`src/rtl/matmul_seq_engine_if.sv`:
```
// Scratchpad read/write port bundle between matmul_seq_engine (master) and the scratchpad (slave).
// Signal suffixes are named from the engine's point of view.
interface matmul_seq_engine_if #(
   parameter int BUS_WIDTH  = 16,
   parameter int ADDR_WIDTH = 32
);
   logic                  rd_en_o;
   logic [ADDR_WIDTH-1:0] rd_addr_o;
   logic [BUS_WIDTH-1:0]  rd_data_i;
   logic                  wr_en_o;
   logic [ADDR_WIDTH-1:0] wr_addr_o;
   logic [BUS_WIDTH-1:0]  wr_data_o;

   modport master (
      output rd_en_o, rd_addr_o, wr_en_o, wr_addr_o, wr_data_o,
      input  rd_data_i
   );

   modport slave (
      input  rd_en_o, rd_addr_o, wr_en_o, wr_addr_o, wr_data_o,
      output rd_data_i
   );
endinterface

```
`src/rtl/matmul_seq_engine.sv`:
```
// Self-sequencing signed matrix engine: loads A, B and optional bias C from the scratchpad,
// computes C_out = A*B (+C) on one time-multiplexed MAC and writes saturated results back.
module matmul_seq_engine #(
   parameter int DATA_WIDTH = 8,
   parameter int BUS_WIDTH  = 16,
   parameter int ADDR_WIDTH = 32,
   localparam int MAX_DIM   = BUS_WIDTH / DATA_WIDTH,
   localparam int DIM_W     = $clog2(MAX_DIM) + 1
) (
   input  logic                       clk_i,
   input  logic                       rst_i,
   input  logic                       start_i,
   input  logic                       mode_i,
   input  logic [DIM_W-1:0]           n_dim_i,
   input  logic [DIM_W-1:0]           k_dim_i,
   input  logic [DIM_W-1:0]           m_dim_i,
   matmul_seq_engine_if.master        bus,
   output logic                       busy_o,
   output logic                       done_o,
   output logic                       err_o,
   output logic [MAX_DIM*MAX_DIM-1:0] flags_o
);
   localparam int IW    = (MAX_DIM > 1) ? $clog2(MAX_DIM) : 1;
   localparam int EW    = 2 * IW;
   localparam int NE    = MAX_DIM * MAX_DIM;
   localparam int ACC_W = 2 * DATA_WIDTH + $clog2(MAX_DIM) + 1;
   localparam logic [DIM_W-1:0] DMAX  = DIM_W'(MAX_DIM);
   localparam logic [DIM_W-1:0] ONE_D = DIM_W'(1);
   localparam logic [4:0] SEL_A = 5'b00100, SEL_B = 5'b01000, SEL_C = 5'b10000;

   typedef enum logic [2:0] {S_IDLE, S_LOAD_A, S_LOAD_B, S_LOAD_C,
                             S_DRAIN, S_COMPUTE, S_WRITE, S_DONE} state_t;
   typedef enum logic [1:0] {T_NONE, T_A, T_B, T_C} tag_t;

   state_t state_q, state_d;
   tag_t   tag_q, tag_d;
   logic [EW-1:0]    tidx_q, tidx_d;
   logic [DIM_W-1:0] n_q, n_d, k_q, k_d, m_q, m_d;
   logic [DIM_W-1:0] cnt_q, cnt_d, i_q, i_d, j_q, j_d, l_q, l_d;
   logic             mode_q, mode_d, err_q, err_d;
   logic [NE-1:0]    flags_q, flags_d;
   logic signed [ACC_W-1:0] acc_q, acc_d;

   logic signed [DATA_WIDTH-1:0] a_q [MAX_DIM][MAX_DIM];
   logic signed [DATA_WIDTH-1:0] b_q [MAX_DIM][MAX_DIM];
   logic signed [BUS_WIDTH-1:0]  c_q [NE];
   logic signed [BUS_WIDTH-1:0]  res_q [NE];

   function automatic logic [ADDR_WIDTH-1:0] mk_addr(input logic [4:0] sel, input logic [EW-1:0] idx);
      logic [ADDR_WIDTH-1:0] a;
      a = '0;
      a[4:0] = sel;
      a[5 +: EW] = idx;
      return a;
   endfunction

   // Returns {clamped flag, clamped value}.
   function automatic logic [BUS_WIDTH:0] saturate(input logic signed [ACC_W-1:0] v);
      logic signed [ACC_W-1:0] hi, lo;
      hi = {{(ACC_W-BUS_WIDTH+1){1'b0}}, {(BUS_WIDTH-1){1'b1}}};
      lo = {{(ACC_W-BUS_WIDTH+1){1'b1}}, {(BUS_WIDTH-1){1'b0}}};
      if (v > hi)      return {1'b1, hi[BUS_WIDTH-1:0]};
      else if (v < lo) return {1'b1, lo[BUS_WIDTH-1:0]};
      else             return {1'b0, v[BUS_WIDTH-1:0]};
   endfunction

   logic [EW-1:0] elem_w;
   logic          ij_last_w, j_wrap_w, dims_ok_w, res_we;
   logic signed [DATA_WIDTH-1:0]   a_mul, b_mul;
   logic signed [2*DATA_WIDTH-1:0] prod_w;
   logic signed [BUS_WIDTH-1:0]    bias_w;
   logic signed [ACC_W-1:0]        bias_ext, prod_ext, base_w, sum_w;
   logic [BUS_WIDTH:0]             sat_w;

   assign elem_w    = EW'(i_q[IW-1:0]) * EW'(MAX_DIM) + EW'(j_q[IW-1:0]);
   assign j_wrap_w  = (j_q == m_q - ONE_D);
   assign ij_last_w = j_wrap_w && (i_q == n_q - ONE_D);
   assign dims_ok_w = (n_dim_i != '0) && (n_dim_i <= DMAX) && (k_dim_i != '0) && (k_dim_i <= DMAX)
                   && (m_dim_i != '0) && (m_dim_i <= DMAX);

   // MAC datapath: accumulator is preloaded with the sign-extended bias on the first term.
   assign a_mul    = a_q[i_q[IW-1:0]][l_q[IW-1:0]];
   assign b_mul    = b_q[l_q[IW-1:0]][j_q[IW-1:0]];
   assign prod_w   = a_mul * b_mul;
   assign bias_w   = mode_q ? c_q[elem_w] : '0;
   assign bias_ext = {{(ACC_W-BUS_WIDTH){bias_w[BUS_WIDTH-1]}}, bias_w};
   assign prod_ext = {{(ACC_W-2*DATA_WIDTH){prod_w[2*DATA_WIDTH-1]}}, prod_w};
   assign base_w   = (l_q == '0) ? bias_ext : acc_q;
   assign sum_w    = base_w + prod_ext;
   assign sat_w    = saturate(sum_w);

   always_comb begin
      state_d = state_q;  n_d = n_q;  k_d = k_q;  m_d = m_q;
      mode_d = mode_q;    err_d = err_q;  flags_d = flags_q;
      cnt_d = cnt_q;  i_d = i_q;  j_d = j_q;  l_d = l_q;  acc_d = acc_q;
      tag_d = T_NONE;  tidx_d = '0;  res_we = 1'b0;
      bus.rd_en_o = 1'b0;  bus.rd_addr_o = '0;
      bus.wr_en_o = 1'b0;  bus.wr_addr_o = '0;
      unique case (state_q)
         S_IDLE: if (start_i) begin
            if (dims_ok_w) begin
               n_d = n_dim_i;  k_d = k_dim_i;  m_d = m_dim_i;  mode_d = mode_i;
               flags_d = '0;  err_d = 1'b0;
               cnt_d = '0;  i_d = '0;  j_d = '0;  l_d = '0;
               state_d = S_LOAD_A;
            end else begin
               err_d = 1'b1;
               state_d = S_DONE;
            end
         end
         S_LOAD_A, S_LOAD_B: begin
            bus.rd_en_o   = 1'b1;
            bus.rd_addr_o = mk_addr((state_q == S_LOAD_A) ? SEL_A : SEL_B, EW'(cnt_q[IW-1:0]));
            tag_d  = (state_q == S_LOAD_A) ? T_A : T_B;
            tidx_d = EW'(cnt_q[IW-1:0]);
            cnt_d  = cnt_q + ONE_D;
            if (state_q == S_LOAD_A && cnt_q == n_q - ONE_D) begin
               cnt_d = '0;  state_d = S_LOAD_B;
            end else if (state_q == S_LOAD_B && cnt_q == k_q - ONE_D) begin
               cnt_d = '0;  state_d = mode_q ? S_LOAD_C : S_DRAIN;
            end
         end
         S_LOAD_C: begin
            bus.rd_en_o   = 1'b1;
            bus.rd_addr_o = mk_addr(SEL_C, elem_w);
            tag_d  = T_C;
            tidx_d = elem_w;
            if (ij_last_w)     begin i_d = '0; j_d = '0; state_d = S_DRAIN; end
            else if (j_wrap_w) begin i_d = i_q + ONE_D; j_d = '0; end
            else               j_d = j_q + ONE_D;
         end
         S_DRAIN: state_d = S_COMPUTE;
         S_COMPUTE: begin
            acc_d = sum_w;
            if (l_q == k_q - ONE_D) begin
               l_d    = '0;
               res_we = 1'b1;
               if (sat_w[BUS_WIDTH]) flags_d[elem_w] = 1'b1;
               if (ij_last_w)     begin i_d = '0; j_d = '0; state_d = S_WRITE; end
               else if (j_wrap_w) begin i_d = i_q + ONE_D; j_d = '0; end
               else               j_d = j_q + ONE_D;
            end else begin
               l_d = l_q + ONE_D;
            end
         end
         S_WRITE: begin
            bus.wr_en_o   = 1'b1;
            bus.wr_addr_o = mk_addr(SEL_C, elem_w);
            if (ij_last_w)     begin i_d = '0; j_d = '0; state_d = S_DONE; end
            else if (j_wrap_w) begin i_d = i_q + ONE_D; j_d = '0; end
            else               j_d = j_q + ONE_D;
         end
         S_DONE: state_d = S_IDLE;
         default: state_d = S_IDLE;
      endcase
   end

   always_ff @(posedge clk_i or posedge rst_i) begin
      if (rst_i) begin
         state_q <= S_IDLE;  tag_q <= T_NONE;  tidx_q <= '0;
         n_q <= '0;  k_q <= '0;  m_q <= '0;  mode_q <= 1'b0;  err_q <= 1'b0;
         flags_q <= '0;  cnt_q <= '0;  i_q <= '0;  j_q <= '0;  l_q <= '0;
      end else begin
         state_q <= state_d;  tag_q <= tag_d;  tidx_q <= tidx_d;
         n_q <= n_d;  k_q <= k_d;  m_q <= m_d;  mode_q <= mode_d;  err_q <= err_d;
         flags_q <= flags_d;  cnt_q <= cnt_d;  i_q <= i_d;  j_q <= j_d;  l_q <= l_d;
      end
   end

   // Read data arrives one cycle after its request; the registered tag steers it.
   always_ff @(posedge clk_i) begin
      acc_q <= acc_d;
      unique case (tag_q)
         T_A: for (int e = 0; e < MAX_DIM; e++)
                 a_q[tidx_q[IW-1:0]][e] <= bus.rd_data_i[e*DATA_WIDTH +: DATA_WIDTH];
         T_B: for (int e = 0; e < MAX_DIM; e++)
                 b_q[tidx_q[IW-1:0]][e] <= bus.rd_data_i[e*DATA_WIDTH +: DATA_WIDTH];
         T_C: c_q[tidx_q] <= bus.rd_data_i;
         default: ;
      endcase
      if (res_we) res_q[elem_w] <= sat_w[BUS_WIDTH-1:0];
   end

   assign bus.wr_data_o = bus.wr_en_o ? res_q[elem_w] : '0;
   assign busy_o  = (state_q != S_IDLE) && (state_q != S_DONE);
   assign done_o  = (state_q == S_DONE);
   assign err_o   = (state_q == S_DONE) && err_q;
   assign flags_o = flags_q;
endmodule

```
`src/flat_wrapper.sv`:
```
// flat-port wrapper written by rule: the top's interface ports become plain ports
module matmul_seq_engine_flat 
#(
   parameter int DATA_WIDTH = 8,
   parameter int BUS_WIDTH  = 16,
   parameter int ADDR_WIDTH = 32,
   localparam int MAX_DIM   = BUS_WIDTH / DATA_WIDTH,
   localparam int DIM_W     = $clog2(MAX_DIM) + 1
)
  (clk_i, rst_i, start_i, mode_i, n_dim_i, k_dim_i, m_dim_i, busy_o, done_o, err_o, flags_o, bus_rd_en_o, bus_rd_addr_o, bus_wr_en_o, bus_wr_addr_o, bus_wr_data_o, bus_rd_data_i);
  matmul_seq_engine_if #(.BUS_WIDTH(BUS_WIDTH), .ADDR_WIDTH(ADDR_WIDTH)) bus_i ();
  input  logic clk_i;
  input  logic rst_i;
  input  logic start_i;
  input  logic mode_i;
  input  logic [DIM_W-1:0] n_dim_i;
  input  logic [DIM_W-1:0] k_dim_i;
  input  logic [DIM_W-1:0] m_dim_i;
  output logic busy_o;
  output logic done_o;
  output logic err_o;
  output logic [MAX_DIM*MAX_DIM-1:0] flags_o;
  output wire logic [$bits(bus_i.rd_en_o)-1:0] bus_rd_en_o;
  output wire logic [$bits(bus_i.rd_addr_o)-1:0] bus_rd_addr_o;
  output wire logic [$bits(bus_i.wr_en_o)-1:0] bus_wr_en_o;
  output wire logic [$bits(bus_i.wr_addr_o)-1:0] bus_wr_addr_o;
  output wire logic [$bits(bus_i.wr_data_o)-1:0] bus_wr_data_o;
  input wire logic [$bits(bus_i.rd_data_i)-1:0] bus_rd_data_i;
  assign bus_rd_en_o = bus_i.rd_en_o;
  assign bus_rd_addr_o = bus_i.rd_addr_o;
  assign bus_wr_en_o = bus_i.wr_en_o;
  assign bus_wr_addr_o = bus_i.wr_addr_o;
  assign bus_wr_data_o = bus_i.wr_data_o;
  assign bus_i.rd_data_i = bus_rd_data_i;
  matmul_seq_engine #(.DATA_WIDTH(DATA_WIDTH), .BUS_WIDTH(BUS_WIDTH), .ADDR_WIDTH(ADDR_WIDTH)) u_core (.clk_i(clk_i), .rst_i(rst_i), .start_i(start_i), .mode_i(mode_i), .n_dim_i(n_dim_i), .k_dim_i(k_dim_i), .m_dim_i(m_dim_i), .bus(bus_i), .busy_o(busy_o), .done_o(done_o), .err_o(err_o), .flags_o(flags_o));
endmodule
```
`config.mk`:
```
export PLATFORM = sky130hd
export DESIGN_NAME = matmul_seq_engine_flat
export DESIGN_NICKNAME = d
export VERILOG_FILES = /design/src/rtl/matmul_seq_engine_if.sv /design/src/rtl/matmul_seq_engine.sv /design/src/flat_wrapper.sv
export SDC_FILE = /design/constraint.sdc
export NUM_CORES = 1
export LEC_CHECK = 0
export CAP_MARGIN = 20
export CORE_UTILIZATION = 55
export DETAILED_ROUTE_END_ITERATION = 10
export PLACE_DENSITY = 0.72
export SYNTH_ARGS = -nofsm -noshare
export SYNTH_HDL_FRONTEND = slang
export SYNTH_SLANG_ARGS = --single-unit
```
`constraint.sdc`:
```
create_clock -name clk_i -period 15.9 [get_ports clk_i]
set_input_delay 1.59 -clock clk_i [delete_from_list [all_inputs] [get_ports clk_i]]
set_output_delay 1.59 -clock clk_i [all_outputs]
set_load 0.005 [all_outputs]
```
==> results of run 1 <==
-- stage by stage --
step	area [sq um]	utilization (%)	setup WS, ns	hold WS (ns)	instances
floorplan	13500	-	8.93	0.454	999
detailed placement	14100	59.6	7.90	0.491	1300
global placement	14100	59.6	8.16	0.488	1300
CTS	14800	62.8	7.89	0.505	1340
global route	14900	62.9	7.37	0.543	1341
finish	14900	62.9	7.96	0.505	1341
-- routing by layer --
metal  up-vias  track usage [%]  part of all wire, %
li1       3389                -                    -
met1      3723             31.8                   45
met2       150             37.2                   50
met3        35             1.97                  3.0
met4         0             5.04                  2.0
met5         -                0                    0
-- final cells by class --
type	count	area [sq um]	area share [%]
Inverter	97	364	2.45
Multi-Input combinational cell	579	5660	38.1
Sequential cell	237	6980	47.0
Timing Repair Buffer	69	683	4.60
Clock inverter	11	139	0.935
Clock buffer	29	619	4.17
Tap cell	319	399	2.69
-- cells in the mapped netlist (all sizes together) (3+ instances only) --
master,number
nor2,27
nor2b,12
ha,43
fa,80
dfrtp,27
mux4,47
a21o,7
xor2,7
nor3,5
edfxtp,210
or2,3
a21oi,17
inv,95
buf,64
a22oi,17
o2111ai,5
o2bb2ai,3
nand2,60
and2,60
or3,5
o22a,7
o211ai,6
o31ai,3
a21boi,8
o21ai,19
xnor2,20
or4,3
o21a,9
a22o,4
nor3b,4
clkbuf,22
nand2b,3
mux2i,6
and3,5
-- sequential cells by signal, indices dropped and copies added, names as in the netlist, 3 cells and up --
signal / count
u_core.c_q: 64
u_core.res_q: 64
u_core.a_q: 32
u_core.b_q: 32
u_core.acc_q: 18
u_core.flags_o: 4
u_core.state_q: 3
-- logic make-up after synthesis --
logic type,count (synthesis)
and+or+nand+nor,198
muxes,55
DFF,237
xor gates and xnor gates,27
AOI/OAI and AO/OA,120
other,1
adders and majority gates,123
buffers and inverters,183
-- cells in the final DEF (no fill, tap or decap), types with 24 or more instances in the layout --
cell and instances:
inv_1 95, fa_1 80, nand2_1 60, conb_1 56
mux4_2 47, clkbuf_16 24, and2_1 59, ha_1 43
dfrtp_1 25, edfxtp_1 210, nor2_1 27, clkdlybuf4s50_1 58
-- worst min-delay path: cells and delay by family (launching register included) --
| kind | cells | cell delay (ns) |
|---|---|---|
| AOI/OAI and AO/OA | 1 | 0.05 |
| and+or+nand+nor | 1 | 0.07 |
| DFF | 1 | 0.35 |
-- how the worst max path moves through the flow --
stage                                     end  cells after the start           from  slack [ns]
final                      u_core.res_q[1][3]                     18  u_core.j_q[0]        7.96
after global routing       u_core.res_q[1][8]                     19  u_core.j_q[0]        7.37
after CTS                  u_core.res_q[1][3]                     18  u_core.j_q[0]        7.89
after detailed placement   u_core.res_q[1][3]                     18  u_core.j_q[0]        7.90
after global placement     u_core.res_q[0][0]                     18  u_core.j_q[0]        8.16
after floorplan           u_core.res_q[0][10]                     22  u_core.l_q[0]        8.93
==> impl_metrics.env, run 1 <==
export IMPL_die_w_microns=158
export IMPL_holdBufCountCts=0
export IMPL_synth_area_leaders="edfxtp_1 (47%), fa_1 (12%), mux4_2 (7.9%)"
export IMPL_post_route_period_util_pct=50.0
export IMPL_nFillCells=1770
export IMPL_clk_latency_ns=0.52
export IMPL_synthMuxAreaShare_pct=8.57
export IMPL_min_path_type="register to register"
export IMPL_max_stage_delay_ns=0.82
export IMPL_postSynthAreaPerCell_sq_um=14.1
export IMPL_clock_sinks=237
export IMPL_antenna_found_initial=0
export IMPL_crit_chain="buf_4, clkinv_1, o21ai_1, or2_2, fa_1, fa_1, inv_1, fa_1, fa_1, fa_1, ha_1, or4_4, a221o_1, a311o_1, inv_1, nand4_1, o211ai_1, o21a_1"
export IMPL_dieArea_sq_mm=0.0248
export IMPL_core_rowCount=56
export IMPL_fmax_mhz=126
export IMPL_grt_pass1_wl_microns=41500
export IMPL_crit_required_ns=16.26
export IMPL_synth_xor_area_share_pct=1.78
export IMPL_syn_instance_count=944
export IMPL_yosys_warnings=0
export IMPL_initial_core_util_pct=56.4
export IMPL_crit_buf_inv=4
export IMPL_ys_flop_type="edfxtp_1"
export IMPL_port_buffers=58
export IMPL_tightest_slew_ns=0.912
export IMPL_cts_buffers=24
export IMPL_critPathKind="register to register"
export IMPL_synth_cell_types=63
export IMPL_cts_resized=0
export IMPL_synthArstFlopShare_pct=11.4
export IMPL_clk_pin_slew_ns=0.06
export IMPL_timing_rr_end="u_core.res_q[1][3]"
export IMPL_synth_area_sq_mm=0.0133
export IMPL_synth_edff_count=210
export IMPL_ys_seq_area_share_pct=52.4
export IMPL_coreArea_sq_mm=0.0236
export IMPL_tritoncts="built"
export IMPL_drt_iter0_markers=381
export IMPL_diodes=0
export IMPL_rr_startpoint="u_core.j_q[0]"
export IMPL_reg2reg_slack_ns=7.96
export IMPL_hold_depth=2
export IMPL_cp_top_family="adder cells"
export IMPL_grt_pass1_vias=7461
export IMPL_r2r_cells=18
export IMPL_num_vias=7297
export IMPL_worstSetupStartpointType="register"
export IMPL_slew_headroom_pct=39.2
export IMPL_cp_max_fo=24
export IMPL_synth_adder_area_share_pct=16.1
export IMPL_h_tree_depth=1
export IMPL_drcViolationCount=0
export IMPL_num_nets_final=1157
export IMPL_detail_route_wl_per_cell_microns=19.3
export IMPL_cts_buffer_depth=3
export IMPL_die_h_microns=158
export IMPL_hold_violations=0
export IMPL_area_delta_synth_final_pct=11.5
export IMPL_synth_top_area_share_pct=47.3
export IMPL_drv_cap=0
export IMPL_grt_overflow_total=0
export IMPL_ys_ff_latch=237
export IMPL_status="finished, final reports clean"
export IMPL_track_usage_pct=22.2
export IMPL_skew_ns=0.0280
export IMPL_synth_compound_area_share_pct=6.39
export IMPL_tns_ns=0
export IMPL_ioPinCount=115
export IMPL_setup_viol=0
export IMPL_hold_path_end="u_core.err_q"
export IMPL_layout_drive_gt1_share_pct=10.5
export IMPL_synth_simple_area_share_pct=7.87
export IMPL_fin_crit_ns=7.94
export IMPL_end_kind="register"
export IMPL_cp_arrival_ns=8.30
export IMPL_crit_slowest_cell="dfrtp_2"
export IMPL_viasPerCell=5.44
export IMPL_post_cts_buffers=0
export IMPL_grt_start_max_net_pins=45
export IMPL_hp_start="u_core.err_q"
export IMPL_hpwl_microns=18600
export IMPL_rsz0062_at_grt="no"
export IMPL_synth_top_area_cell="edfxtp_1"
export IMPL_slew_violations=0
export IMPL_first_pass_iters=5
export IMPL_ant_nets=0
export IMPL_gp_congestion=0.880
export IMPL_critPathMostFrequentCell="fa_1"
export IMPL_totalWireLength_microns=25900
export IMPL_synth_top_family_by_area="adder cells"
export IMPL_cts_root_buffer="clkbuf_16"
Power of run 1 is not shown: default switching activity piles up to over one toggle a cycle in this logic, so the estimate is an artifact.
==> inputs of run 2 (changes only) <==
--- a/config.mk
+++ b/config.mk
@@ -6,9 +6,9 @@
 export NUM_CORES = 1
 export LEC_CHECK = 0
 export CAP_MARGIN = 20
-export CORE_UTILIZATION = 55
+export CORE_UTILIZATION = 53
 export DETAILED_ROUTE_END_ITERATION = 10
-export PLACE_DENSITY = 0.72
+export PLACE_DENSITY = 0.73
 export SYNTH_ARGS = -nofsm -noshare
 export SYNTH_HDL_FRONTEND = slang
 export SYNTH_SLANG_ARGS = --single-unit
==> constraint.sdc (replaced) <==
create_clock -name clk_i -period 7.3 [get_ports clk_i]
set_input_delay 0.73 -clock clk_i [delete_from_list [all_inputs] [get_ports clk_i]]
set_output_delay 0.73 -clock clk_i [all_outputs]
set_load 0.005 [all_outputs]
==> run 2 against run 1 <==
Global-route usage decreased by 1.2 points; setup slack worse by 7.6 ns; fmax up 15%; critical path type unchanged; highest routed layer unchanged.
==> impl_metrics.env, run 2 (same netlist as run 1, synthesis figures left out) <==
export IMPL_fin_crit_ns=6.91
export IMPL_hold_violations=0
export IMPL_slew_headroom_pct=39.0
export IMPL_layout_cells_non_filler=1364
export IMPL_drv_cap=0
export IMPL_cp_max_fo=13
export IMPL_ant_nets=0
export IMPL_post_route_period_util_pct=94.7
export IMPL_die_w_microns=161
export IMPL_hpwl_microns=18800
export IMPL_dp_cells=1317
export IMPL_first_pass_iters=5
export IMPL_totalWireLength_microns=25600
export IMPL_regArea_sq_mm=0.00698
export IMPL_clk_pin_slew_ns=0.06
export IMPL_critPathKind="register to register"
export IMPL_layout_drive_gt1_share_pct=12.3
export IMPL_coreArea_sq_mm=0.0245
export IMPL_gp_congestion=0.848
export IMPL_clock_sinks=237
export IMPL_detail_route_wl_per_cell_microns=18.8
export IMPL_grt_pass1_wl_microns=41500
export IMPL_area_delta_synth_final_pct=12.8
export IMPL_top_regs="u_core.c_q x64, u_core.res_q x64"
export IMPL_dieArea_sq_mm=0.0258
export IMPL_cts_buffers=25
export IMPL_cts_buffer_depth=3
export IMPL_ioPinCount=115
export IMPL_crit_required_ns=7.63
export IMPL_die_h_microns=161
export IMPL_grt_start_max_net_pins=29
export IMPL_end_kind="register"
export IMPL_viasPerCell=5.45
export IMPL_antenna_found_initial=0
export IMPL_rsz0062_at_grt="no"
export IMPL_tritoncts="built"
export IMPL_core_rowCount=57
export IMPL_holdBufCountCts=0
export IMPL_post_route_util_pct=61.4
export IMPL_port_buffers=58
export IMPL_setup_viol=0
export IMPL_initial_core_util_pct=54.4
export IMPL_nFillCells=1847
export IMPL_post_cts_buffers=0
export IMPL_mostFrequentLayoutCell="edfxtp_1"
export IMPL_cts_resized=0
export IMPL_num_vias=7437
export IMPL_drt_iter0_markers=447
export IMPL_num_nets_final=1170
export IMPL_skew_ns=0.0178
export IMPL_tightest_slew_ns=0.912
export IMPL_h_tree_depth=1
export IMPL_cp_arrival_ns=7.24
export IMPL_status="finished, final reports clean"
export IMPL_clk_latency_ns=0.53
export IMPL_layout_cells_most_common_list="edfxtp_1 (210), inv_1 (95), fa_1 (80), nand2_1 (60), and2_1 (59)"
export IMPL_slew_violations=0
export IMPL_track_usage_pct=20.9
export IMPL_grt_overflow_total=0
export IMPL_multi_input_area_sq_mm=0.00567
export IMPL_cts_root_buffer="clkbuf_16"
export IMPL_worstSetupStartpointType="register"
export IMPL_grt_pass1_vias=7616
export IMPL_tns_ns=0
export IMPL_min_path_type="input pin to async pin"
export IMPL_diodes=0
export IMPL_fmax_mhz=145
export IMPL_drcViolationCount=0
==> run 2: cell types whose count changed in the layout (fill, tap and decap cells not counted), sizes merged <==
| cell | delta |
|---|---|
| buf | +12 |
| bufinv | -1 |
| clkbuf | +3 |
| clkinv | +1 |
| clkinvlp | +1 |
| inv | +2 |
==> run 2: metrics by stage <==
stage | cell area, sq um | hold slack [ns] | setup slack, ns
after floorplan | 13500 | 0.454 | 0.326
after global placement | 14200 | 0.482 | 0.622
after detailed placement | 14200 | 0.481 | 0.407
after CTS | 15000 | 0.503 | 0.378
after global routing | 15000 | 0.465 | 0.0129
final | 15000 | 0.458 | 0.389
==> run 2: final cells by class <==
| class | count | area share [%] |
|---|---|---|
| flip-flops and latches | 237 | 46.5 |
| clock buffers | 32 | 4.61 |
| multi-input cells | 579 | 37.8 |
| well taps | 324 | 2.70 |
| clock inverters | 14 | 0.875 |
| inverters | 97 | 2.42 |
| repair buffers | 81 | 5.15 |
==> run 2: routing by layer <==
layer  vias up  part of all wire, %  routed length, microns  track usage (%)
li1       3423                    -                       -                -
met1      3757                   43                   11100             29.0
met3        37                  5.5                    1400             3.43
met4         0                  2.2                     576             5.76
met2       220                   49                   12600             34.5
met5         -                    0                       0                0
==> run 2: final timing paths <==
path	start	end	slack, ns	depth (start not counted)
hold / removal	rst_i	u_core.flags_o[1]	0.46	2
setup / recovery	u_core.i_q[0]	u_core.res_q[3][8]	0.39	18
min in group clk_i	u_core.m_q[1]	u_core.m_q[1]	0.50	2
hold reg to reg	u_core.m_q[1]	u_core.m_q[1]	0.50	2
setup reg to reg	u_core.i_q[0]	u_core.res_q[3][8]	0.39	18
max in group asynchronous	rst_i	u_core.i_q[0]	6.42	3
==> run 2: critical path, cell delays in order, from the launching register on <==
cell and delay, ns:
dfrtp_2 0.57, mux4_2 0.66, and2_1 0.21, inv_1 0.29
fa_1 0.47, inv_1 0.09, fa_1 0.44, fa_1 0.49
fa_1 0.58, fa_1 0.43, ha_1 0.37, and3_1 0.23
a22o_1 0.23, a221oi_1 0.25, a21oi_1 0.17, o21a_1 0.27
nor2_1 0.52, inv_1 0.17, o2bb2ai_1 0.27
Power of run 2 is left out for the same reason.
